## config.mk

```make
export PLATFORM = sky130hd
export DESIGN_NAME = multicycle_controller
export DESIGN_NICKNAME = d
export VERILOG_FILES = /design/src/rtl/multicycle_controller.sv
export SDC_FILE = /design/constraint.sdc
export NUM_CORES = 1
export LEC_CHECK = 0
export ABC_AREA = 1
export CAP_MARGIN = 25
export CORE_UTILIZATION = 33
export DETAILED_ROUTE_END_ITERATION = 6
export PLACE_DENSITY = 0.55
export RECOVER_POWER = 50
export SYNTH_ARGS = -nofsm -noshare
export SYNTH_HDL_FRONTEND = slang
export SYNTH_SLANG_ARGS = --single-unit
```

## constraint.sdc

```tcl
create_clock -name clk -period 3.1 [get_ports clk]
set_input_delay 0.93 -clock clk [delete_from_list [all_inputs] [get_ports clk]]
set_output_delay 0.93 -clock clk [all_outputs]
set_load 0.05 [all_outputs]
```

## src/rtl/multicycle_controller.sv

```systemverilog
// Multi-cycle CPU control FSM: sequences FETCH/DECODE/EXEC/MEM/WB over one shared
// memory port, drives datapath strobes/selects, traps illegal ops and memory timeouts.
module multicycle_controller #(
   parameter int unsigned MEM_TIMEOUT = 15,
   parameter int unsigned CNT_W       = 32
) (
   input  logic             clk,
   input  logic             reset,
   input  logic             run,
   input  logic [5:0]       op_code,
   input  logic [5:0]       func,
   input  logic             zero,
   input  logic             mem_ready,
   output logic             mem_req,
   output logic             mem_is_instr,
   output logic             mem_write,
   output logic             ir_we,
   output logic             pc_we,
   output logic [1:0]       pc_src,
   output logic             reg_write,
   output logic [1:0]       wa_src,
   output logic [1:0]       wd_src,
   output logic             ALU_src,
   output logic [2:0]       ALU_op,
   output logic [2:0]       state,
   output logic             fault,
   output logic [1:0]       fault_code,
   output logic [CNT_W-1:0] retired
);

   localparam int unsigned TO_W = 8;

   localparam logic [5:0] OP_RTYPE = 6'h00;
   localparam logic [5:0] OP_LW    = 6'h23;
   localparam logic [5:0] OP_SW    = 6'h2B;
   localparam logic [5:0] OP_ADDI  = 6'h08;
   localparam logic [5:0] OP_XORI  = 6'h0E;
   localparam logic [5:0] OP_BEQ   = 6'h04;
   localparam logic [5:0] OP_BNE   = 6'h05;
   localparam logic [5:0] OP_J     = 6'h02;
   localparam logic [5:0] OP_JAL   = 6'h03;
   localparam logic [5:0] FN_ADD   = 6'h20;
   localparam logic [5:0] FN_SUB   = 6'h22;
   localparam logic [5:0] FN_SLT   = 6'h2A;
   localparam logic [5:0] FN_JR    = 6'h08;

   typedef enum logic [2:0] {
      S_FETCH  = 3'd0,
      S_DECODE = 3'd1,
      S_EXEC   = 3'd2,
      S_MEM    = 3'd3,
      S_WB     = 3'd4,
      S_FAULT  = 3'd7
   } state_t;

   state_t            state_q;
   state_t            next_state;
   logic              fault_q;
   logic [1:0]        fault_code_q;
   logic [1:0]        fault_set;
   logic              retire;
   logic [CNT_W-1:0]  retired_q;
   logic [TO_W-1:0]   to_cnt;

   // Instruction classification from the current IR fields
   logic is_r, r_add, r_sub, r_slt, r_jr;
   logic is_lw, is_sw, is_addi, is_xori, is_beq, is_bne, is_j, is_jal, legal;

   assign is_r    = (op_code == OP_RTYPE);
   assign r_add   = is_r && (func == FN_ADD);
   assign r_sub   = is_r && (func == FN_SUB);
   assign r_slt   = is_r && (func == FN_SLT);
   assign r_jr    = is_r && (func == FN_JR);
   assign is_lw   = (op_code == OP_LW);
   assign is_sw   = (op_code == OP_SW);
   assign is_addi = (op_code == OP_ADDI);
   assign is_xori = (op_code == OP_XORI);
   assign is_beq  = (op_code == OP_BEQ);
   assign is_bne  = (op_code == OP_BNE);
   assign is_j    = (op_code == OP_J);
   assign is_jal  = (op_code == OP_JAL);
   assign legal   = r_add || r_sub || r_slt || r_jr || is_lw || is_sw || is_addi ||
                    is_xori || is_beq || is_bne || is_j || is_jal;

   assign state      = state_q;
   assign fault      = fault_q;
   assign fault_code = fault_code_q;
   assign retired    = retired_q;

   // Next-state and datapath control
   always_comb begin
      mem_req      = 1'b0;
      mem_is_instr = 1'b0;
      mem_write    = 1'b0;
      ir_we        = 1'b0;
      pc_we        = 1'b0;
      pc_src       = 2'd0;
      reg_write    = 1'b0;
      wa_src       = 2'd0;
      wd_src       = 2'd0;
      ALU_src      = 1'b0;
      ALU_op       = 3'd0;
      next_state   = state_q;
      retire       = 1'b0;
      fault_set    = 2'd0;

      case (state_q)
         S_FETCH: begin
            if (run) begin
               mem_req      = 1'b1;
               mem_is_instr = 1'b1;
               if (mem_ready) begin
                  ir_we      = 1'b1;
                  pc_we      = 1'b1;
                  next_state = S_DECODE;
               end
            end
         end
         S_DECODE: begin
            if (!legal) begin
               next_state = S_FAULT;
               fault_set  = 2'd1;
            end else if (is_j || is_jal) begin
               pc_we      = 1'b1;
               pc_src     = 2'd2;
               retire     = 1'b1;
               next_state = S_FETCH;
               if (is_jal) begin
                  reg_write = 1'b1;
                  wa_src    = 2'd2;
                  wd_src    = 2'd2;
               end
            end else if (r_jr) begin
               pc_we      = 1'b1;
               pc_src     = 2'd3;
               retire     = 1'b1;
               next_state = S_FETCH;
            end else begin
               next_state = S_EXEC;
            end
         end
         S_EXEC: begin
            if (is_r) begin
               ALU_op     = r_sub ? 3'd1 : (r_slt ? 3'd3 : 3'd0);
               next_state = S_WB;
            end else if (is_lw || is_sw) begin
               ALU_src    = 1'b1;
               next_state = S_MEM;
            end else if (is_addi || is_xori) begin
               ALU_src    = 1'b1;
               ALU_op     = is_xori ? 3'd2 : 3'd0;
               next_state = S_WB;
            end else begin
               ALU_op     = 3'd1;
               if ((is_beq && zero) || (is_bne && !zero)) begin
                  pc_we  = 1'b1;
                  pc_src = 2'd1;
               end
               retire     = 1'b1;
               next_state = S_FETCH;
            end
         end
         S_MEM: begin
            mem_req   = 1'b1;
            ALU_src   = 1'b1;
            mem_write = is_sw;
            if (mem_ready) begin
               if (is_sw) begin
                  retire     = 1'b1;
                  next_state = S_FETCH;
               end else begin
                  next_state = S_WB;
               end
            end
         end
         S_WB: begin
            reg_write  = 1'b1;
            retire     = 1'b1;
            next_state = S_FETCH;
            if (is_r) begin
               wa_src = 2'd1;
            end else if (is_lw) begin
               wd_src = 2'd1;
            end else begin
               ALU_src = 1'b1;
               ALU_op  = is_xori ? 3'd2 : 3'd0;
            end
         end
         S_FAULT: begin
            next_state = S_FAULT;
         end
         default: begin
            next_state = S_FETCH;
         end
      endcase

      // A stalled request that has already waited MEM_TIMEOUT cycles traps; ready wins
      if (mem_req && !mem_ready && (to_cnt == TO_W'(MEM_TIMEOUT))) begin
         next_state = S_FAULT;
         fault_set  = 2'd2;
         retire     = 1'b0;
      end

      if (!reset) begin
         mem_req      = 1'b0;
         mem_is_instr = 1'b0;
         mem_write    = 1'b0;
         ir_we        = 1'b0;
         pc_we        = 1'b0;
         pc_src       = 2'd0;
         reg_write    = 1'b0;
         wa_src       = 2'd0;
         wd_src       = 2'd0;
         ALU_src      = 1'b0;
         ALU_op       = 3'd0;
      end
   end

   always_ff @(posedge clk) begin
      if (!reset) begin
         state_q      <= S_FETCH;
         fault_q      <= 1'b0;
         fault_code_q <= 2'd0;
         retired_q    <= '0;
         to_cnt       <= '0;
      end else begin
         state_q <= next_state;
         if (fault_set != 2'd0) begin
            fault_q      <= 1'b1;
            fault_code_q <= fault_set;
         end
         if (retire) begin
            retired_q <= retired_q + CNT_W'(1);
         end
         if (mem_req && !mem_ready && (next_state == state_q)) begin
            to_cnt <= to_cnt + TO_W'(1);
         end else begin
            to_cnt <= '0;
         end
      end
   end

endmodule
```

# ---- Word level (Yosys, flattened, before mapping)
# Cells that the tools add are included.
dict set report totals {
  latch_bits 0
  word_cells 140
  mem_count 0
  ram_bits 0
  ff_bits 46
  out_inout_bits 54
  inputBits 17
  rom_bits 0
}
dict set report op_classes {
  mux 83
  n_div 0
  n_shift 0
  reduce_logical 31
  n_eq_ne 19
  n_bitwise 0
  addsub 2
  order_cmp 0
  multipliers 0
}
# cell n
set ops {}
lappend ops {{$mux 1} 43}
lappend ops {{$mux 2} 20}
lappend ops {{$add 32x1->32 const B} 1}
lappend ops {{$eq 6x6->1 const B} 5}
lappend ops {{$mux 3} 10}
lappend ops {{$eq 6x4->1 const B} 3}
lappend ops {{$pmux 2 s2} 4}
lappend ops {{$logic_or 1x1->1} 15}
lappend ops {{$pmux 3 s5} 1}
lappend ops {{$eq 6x2->1 const B} 2}
lappend ops {{$eq 6x3->1 const B} 2}
lappend ops {{$logic_and 1x1->1} 10}
lappend ops {{$add 8x1->8 const B} 1}
lappend ops {{$eq 8x4->1 const B} 1}
lappend ops {{$eq 3x2->1 const B} 2}
lappend ops {{$eq 3x3->1 const B} 2}
lappend ops {{$logic_not 6->1} 1}
lappend ops {{$pmux 1 s3} 2}
lappend ops {{$pmux 1 s2} 2}
lappend ops {{$pmux 1 s4} 1}
lappend ops {{$eq 3x1->1 const B} 1}
lappend ops {{$eq 3x3->1} 1}
lappend ops {{$logic_not 3->1} 1}
lappend ops {{$logic_not 1->1} 2}
lappend ops {{2 further kinds} 2}

# ---- Logic depth before layout (Yosys ltp)
# Gate-level depths: netlist (run 1).
dict set report depth {
  ltp_word 19
  ltp_mapped 12
  depth_no_buf 12
}

# ---- Worst setup path after synthesis (run 1)
# No wires, ideal clock.
dict set report synth_path {
  kind {input-to-output}
  start {input op_code[4]}
  end {output reg_write}
  slack_ps -236
  t_arrival_ps 2406
  path_stages 4
  n_path_buf 0
  cell_sequence {nor2_4 -> and2_4 -> nand3_1 -> o21ai_0}
}
dict set report synth_via {
  elab_chain_cells 16
}
# element line_no
set synth_rtl {}
lappend synth_rtl {{start: declaration} 10} ;# input logic [5:0] op_code,
lappend synth_rtl {{$logic_not 6->1} 69} ;# assign is_r = (op_code == OP_RTYPE);
lappend synth_rtl {{$logic_and 1x1->1, on equally long branches} {70, 71}}
lappend synth_rtl {{$logic_or 1x1->1 (7 in a row)} 82} ;# assign legal = r_add || r_sub || r_slt || r_jr || is_lw || is_sw || is_addi ||
lappend synth_rtl {{$logic_or 1x1->1 (4 in a row)} 83} ;# is_xori || is_beq || is_bne || is_j || is_jal;
lappend synth_rtl {{$mux 1 (*)} 120} ;# if (!legal) begin
lappend synth_rtl {{$pmux 1 s2 (*)} 107} ;# case (state_q)
lappend synth_rtl {{$mux 1 (*)} 204} ;# if (!reset) begin
lappend synth_rtl {{end: declaration} 20} ;# output logic reg_write,
# Mark *: on every way between the ends. The rest lies on a longest branch, timed or not.

# ---- Worst setup path after layout (run 1)
dict set report layout_path {
  start {input op_code[4]}
  end {output ALU_op[0]}
}
dict set report layout_via {
  elab_chain_cells 7
}
# element line_no
set layout_rtl {}
lappend layout_rtl {{$eq 6x4->1 (tied with other cells)} 76} ;# assign is_addi = (op_code == OP_ADDI);
lappend layout_rtl {{$logic_or 1x1->1 or $logic_and 1x1->1 (tied branches)} {149, 72}}
lappend layout_rtl {{$mux 2, on equally long branches} {149, 144}}
lappend layout_rtl {{$mux 2, on equally long branches} {146, 144}}
lappend layout_rtl {{$mux 2} 143} ;# if (is_r) begin
lappend layout_rtl {{$pmux 2 s2 (*)} 107}
lappend layout_rtl {{$mux 3 (*)} 204}
lappend layout_rtl {{end: declaration} 24} ;# output logic [2:0] ALU_op,
# Marked as above.

==> out/results.txt, run 1 <==
number of vias per cell: 4.78
critical path's most frequent cell: nor2_4
Yosys warnings: 0
gr ovfl total: 0
# diodes: 0
Multi-input gate area: 2030 um^2
Antenna Nets Post-Route: 0
met1 Use GR: 24.8%
Reg area: 921 um^2
CP Capture Type: primary output
Rel. slew slack: 61.3%
post-layout util: 49.7%
Combinational Power Share: 20.7%
GRT Total Usage: 19.4%
met2 Track Usage GR: 32.8%
CP Launch Type: input pin
CTS Root Cell: clkbuf_8
Synth area leader: dfxtp_1
most instantiated library cell after synthesis: nand2_1
Clock power frac: 31.0%
fin crit share: 97.7%
PwrDens: 276 nW/um^2
DRT iter0 DRCs: 102
Placed Cells: 687
IO Port Bufs: 69
Critical Path AT: 2.10 ns
Net Switching: 0.000379 W
Ports: 71
final hold vios: 0
drt drc: 0
Max rail drop VDD: 0.204 mV
cells along the critical path: dlygate4sd2_1, nor2_4, and2_4, nand2_8, nor2_4, nor2_2, a21oi_2, buf_12
crit path max fanout: 6
Gate Count Post-Synth: 489
Synth Register Bits: 46
worst-margin pin slew: 0.578 ns
fin crit period: 3.03 ns
number of global-route vias before repair: 3,234
Filler Cell Count: 937
Seq pwr share: 48.2%
worst path required time: 2.17 ns
routed len/inst: 13.0 um
Hold-fix buffers, CTS: 0
GP Congestion: 0.903
Area contributors post-synth: dfxtp_1 (29%), nand2_1 (14%), nor2_1 (9.1%)
Top Usage Layer GRT: met2
leakage: 1.72 nW
maximum clock rate: 330 MHz
Slowest cell on crit path: dlygate4sd2_1
status: completed
Cell Rows: 35
Worst Skew: 0.00884 ns
Synth Net Count: 508
Worst-Skew Late Latency: 0.30 ns
CTS clk-pin slew, worst paths: 0.08 ns
share of Yosys cell area claimed by the top area cell type: 29.5%
Switching Share: 30.1%
Initial Utilization: 34.0%
H-tree depth: 2
vias post-DR: 3,384
Min-Delay Path Class: reg -> reg
initial antenna violation count: 0
Setup Viol. Count Final: 0
final net count: 615
Internal: 0.000880 W
Distinct cells, synth: 32
Pre-antenna DRT Iters: 4
ys flop type: dfxtp_1
share of cells above drive strength 1: 20.1%
CP max stage delay: 0.26 ns
hold_ws: 0.460 ns
Mapped Area: 3130 um^2
Die W: 99.3 um
total of max-cap violations: 0
Worst Path Buf+Inv: 2
Commonest cells post-synth: nand2_1 (119), nor2_1 (76), inv_1 (49), nand3_1 (49), dfxtp_1 (46)
Final Instance Count excl. Fillers: 708
grt met3 use: 4.15%
# clock sinks: 46
sequential area share after synthesis: 29.5%
CTS Buf Count: 5
final number of max-transition violations: 0
Post-synth EDFFs: 0
Setup CP Type: in -> out
die area: 9870 um^2
first-pass GRT wire length: 15.4 mm
Area Overhead vs Synth: 46.1%
Async S/R FF share, synth: 0%
CTS max path bufs: 2
Final HPWL DP: 7.14 mm
pin count of the biggest net entering global routing: 34
Avg Cell Area, Syn: 6.39 um^2
Routed WL: 9.21 mm
Die H: 99.3 um
core area: 9200 um^2
TritonCTS clock tree: yes
CP top delay family: simple AND/OR/NAND/NOR gates
-- layout by cell type, fill, tap and decap left out, types with 2 or more instances in the layout --
cell / count
nand4_1: 11
dlygate4sd2_1: 8
clkinv_2: 2
nor2_1: 64
dfxtp_1: 46
ha_1: 2
clkdlybuf4s50_1: 38
buf_12: 15
buf_6: 2
nand2_1: 115
inv_1: 46
nand3_2: 8
a21oi_2: 2
nor3_2: 3
nand3_1: 44
xor2_1: 21
nor2_4: 6
xnor2_1: 13
o21ai_0: 3
inv_2: 4
a21oi_1: 36
nor3_4: 2
clkdlybuf4s15_1: 4
nand2_2: 6
nor2_2: 11
buf_4: 46
clkbuf_8: 6
dlygate4sd3_1: 2
nor3_1: 17
-- cell families (layout without fill, tap and decap cells) --
family / Yosys count / count (layout) / synth area share, %
AOI/OAI and AO/OA: 46 / 46 / 7.56
DFF: 46 / 46 / 29.5
adders and majority gates: 2 / 2 / 0.800
buffers and inverters: 68 / 176 / 10.4
and+or+nand+nor: 292 / 292 / 42.1
other: 1 / 1 / 0.120
xor gates and xnor gates: 34 / 34 / 9.52
-- what timing repair did --
item	CTS	global route
endpoints found under the setup margin	15	12
cloned	0	0
pin swaps	17	10
gates resized for setup	37	18
setup buffers	10	3
endpoints found under the hold margin	0	0
-- worst register-to-register path: stages, from the launching register on --
cell	delay, ns
dfxtp_1	0.43
ha_1	0.28
nand3_1	0.24
nor2_1	0.32
inv_1	0.10
nor2_1	0.27
nand2_1	0.15
xnor2_1	0.16
nand2_1	0.07
a21oi_1	0.14
-- sequential cells by signal, indices dropped and copies added (netlist names) --
register    flops
fault           1
fault_code      2
state           3
to_cnt          8
retired        32
-- layout make-up --
type                    count  share of cell area [%]
clock buffers               7                    1.89
inverters                  51                    4.22
clock inverters             1                   0.110
well taps                 111                    3.04
multi-input cells         375                    44.4
flip-flops and latches     46                    20.2
repair buffers            117                    26.2
-- metrics by stage --
stage / worst slack, ns / TNS, ns / total power (W) / cell area, um^2
after floorplan: 0.0159 / 0 / 0.000770 / 3160
after global placement: -0.266 / -1.85 / 0.000868 / 4260
after detailed placement: -0.234 / -1.78 / 0.000868 / 4260
after CTS: -0.0241 / -0.0442 / 0.00127 / 4500
after global routing: -0.00990 / -0.00990 / 0.00132 / 4570
final: 0.0711 / 0 / 0.00126 / 4570
-- power by group through the flow --
stage / clock network (W) / logic, W / registers (W)
global placement: 0 / 0.000247 / 0.000621
CTS: 0.000404 / 0.000258 / 0.000608
finish: 0.000391 / 0.000261 / 0.000608
global route: 0.000424 / 0.000282 / 0.000609
detailed placement: 0 / 0.000246 / 0.000622
floorplan: 0 / 0.000126 / 0.000644
-- final timing paths --
path	cells after the start	from	endpoint	slack (ns)
setup / recovery	8	op_code[4]	ALU_op[0]	0.07
hold reg to reg	1	to_cnt[0]$_SDFF_PN0_	to_cnt[0]$_SDFF_PN0_	0.46
hold / removal	1	to_cnt[0]$_SDFF_PN0_	to_cnt[0]$_SDFF_PN0_	0.46
setup reg to reg	9	retired[0]$_SDFFE_PN0P_	retired[24]$_SDFFE_PN0P_	0.87
-- routing by layer --
metal,wire [um],share of wire (%),up-vias
met5,0,0,-
met1,4230,46,1524
met2,4440,48,70
met4,124,1.3,0
met3,414,4.5,9
li1,-,-,1781
Power figures use the tool's default switching activity.
==> run 2: changes to the inputs <==
Settings changed: CORE_UTILIZATION 33 to 36, PLACE_DENSITY 0.55 to 0.6.
==> out/results.txt, run 2 (synthesis results as in run 1) <==
Routed WL: 8.96 mm
Critical Path AT: 2.13 ns
Worst-Skew Late Latency: 0.30 ns
pin count of the biggest net entering global routing: 34
hold path depth: 1
Cell Rows: 33
crit path max fanout: 4
GRT Total Usage: 20.9%
Slowest cell on crit path: clkdlybuf4s15_1
core area: 8300 um^2
fin crit share: 98.7%
Hold-fix buffers, CTS: 0
leakage: 1.72 nW
routed len/inst: 12.9 um
Setup CP Type: in -> out
gr ovfl total: 0
CTS Root Cell: clkbuf_8
# diodes: 0
commonest non-fill, non-tap cells in the layout: nand2_1 (116), nor2_1 (63), inv_1 (47), dfxtp_1 (46), nand3_1 (45)
Initial Utilization: 37.7%
Worst Path Buf+Inv: 3
worst-margin pin slew: 0.561 ns
PwrDens: 290 nW/um^2
R2R Path End: retired[24]$_SDFFE_PN0P_
die area: 9060 um^2
CP top delay family: buffers and inverters
CP Launch Type: input pin
Antenna Nets Post-Route: 0
DRT iter0 DRCs: 109
Min-Delay Path Class: reg -> reg
CP Capture Type: primary output
share of cells above drive strength 1: 19.2%
Final HPWL DP: 6.82 mm
drt drc: 0
Rel. slew slack: 62.5%
Max rail drop VDD: 0.224 mV
Setup Viol. Count Final: 0
number of global-route vias before repair: 3,263
Register-to-Register Path Depth: 9
Ports: 71
max FFs per register: 32
H-tree depth: 2
FF-to-FF setup slack: 0.90 ns
final number of max-transition violations: 0
final hold vios: 0
final net count: 608
Die H: 95.2 um
IO Port Bufs: 69
Worst Skew: 0.00378 ns
cells along the critical path: clkdlybuf4s15_1, inv_1, nand4_1, nor2_1, nand2_1, a21oi_2, buf_12
final instance area: 4500 um^2
CTS max path bufs: 2
maximum clock rate: 327 MHz
number of vias per cell: 4.93
CTS Buf Count: 5
r2r startpoint: retired[0]$_SDFFE_PN0P_
hold wc startpoint: to_cnt[0]$_SDFF_PN0_
Hold Path End: to_cnt[0]$_SDFF_PN0_
TritonCTS clock tree: yes
Area Overhead vs Synth: 43.9%
Pre-antenna DRT Iters: 4
vias post-DR: 3,423
worst path required time: 2.17 ns
first-pass GRT wire length: 15.0 mm
DP Area: 4260 um^2
CTS clk-pin slew, worst paths: 0.09 ns
CP max stage delay: 0.23 ns
GP Congestion: 0.924
total of max-cap violations: 0
fin crit period: 3.06 ns
status: completed
most common cell after layout, fill and taps aside: nand2_1
# clock sinks: 46
initial antenna violation count: 0
Die W: 95.2 um
Total Power: 0.00130 W
-- run 2: repair_timing --
item | in CTS | in global routing
pin swaps | 13 | 18
buffers inserted | 3 | 3
cloned | 0 | 0
endpoints found under the setup margin | 15 | 9
gates resized for setup | 35 | 23
-- run 2: final cells by class --
type | count | area (um^2)
Fill cell | 831 | 3800
Clock buffer | 5 | 68.8
Sequential cell | 46 | 921
Multi-Input combinational cell | 375 | 2020
Tap cell | 105 | 131
Inverter | 51 | 193
Timing Repair Buffer | 110 | 1120
Clock inverter | 3 | 40.0
-- run 2: report_power, final --
group / total (W) / internal (W) / switching (W)
Clock: 0.000446 / 0.000238 / 0.000208
Sequential: 0.000608 / 0.000598 / 0.00000939
Combinational: 0.000250 / 0.0000929 / 0.000157
-- run 2: metrics by stage --
step                cells  setup WS, ns  util [%]  hold WS, ns   TNS, ns
CTS                   692      -0.00341      53.6        0.462  -0.00341
global route          695       -0.0609      54.2        0.492    -0.110
finish                695        0.0393      54.2        0.458         0
floorplan             489        0.0159         -        0.418         0
detailed placement    681        -0.300      51.3        0.449     -1.97
global placement      681        -0.330      51.3        0.429     -1.84
-- run 2: routing by layer --
layer  vias to the layer above  GRT usage, %  share of wire (%)
met5                         -             0                  0
met4                         0          4.92                1.4
met3                        10          4.07                4.0
met2                        76          36.5                 50
met1                      1569          26.2                 45
li1                       1768             -                  -
-- run 2: how the worst max path moves through the flow --
stage	startpoint	endpoint	slack [ns]	cells after the start
after floorplan	reset	ir_we	0.02	4
after global placement	op_code[4]	ALU_op[0]	-0.33	8
after detailed placement	op_code[4]	ALU_op[0]	-0.30	8
after CTS	run	pc_we	-0.003	8
after global routing	op_code[1]	pc_src[0]	-0.06	7
final	op_code[1]	pc_src[0]	0.04	7
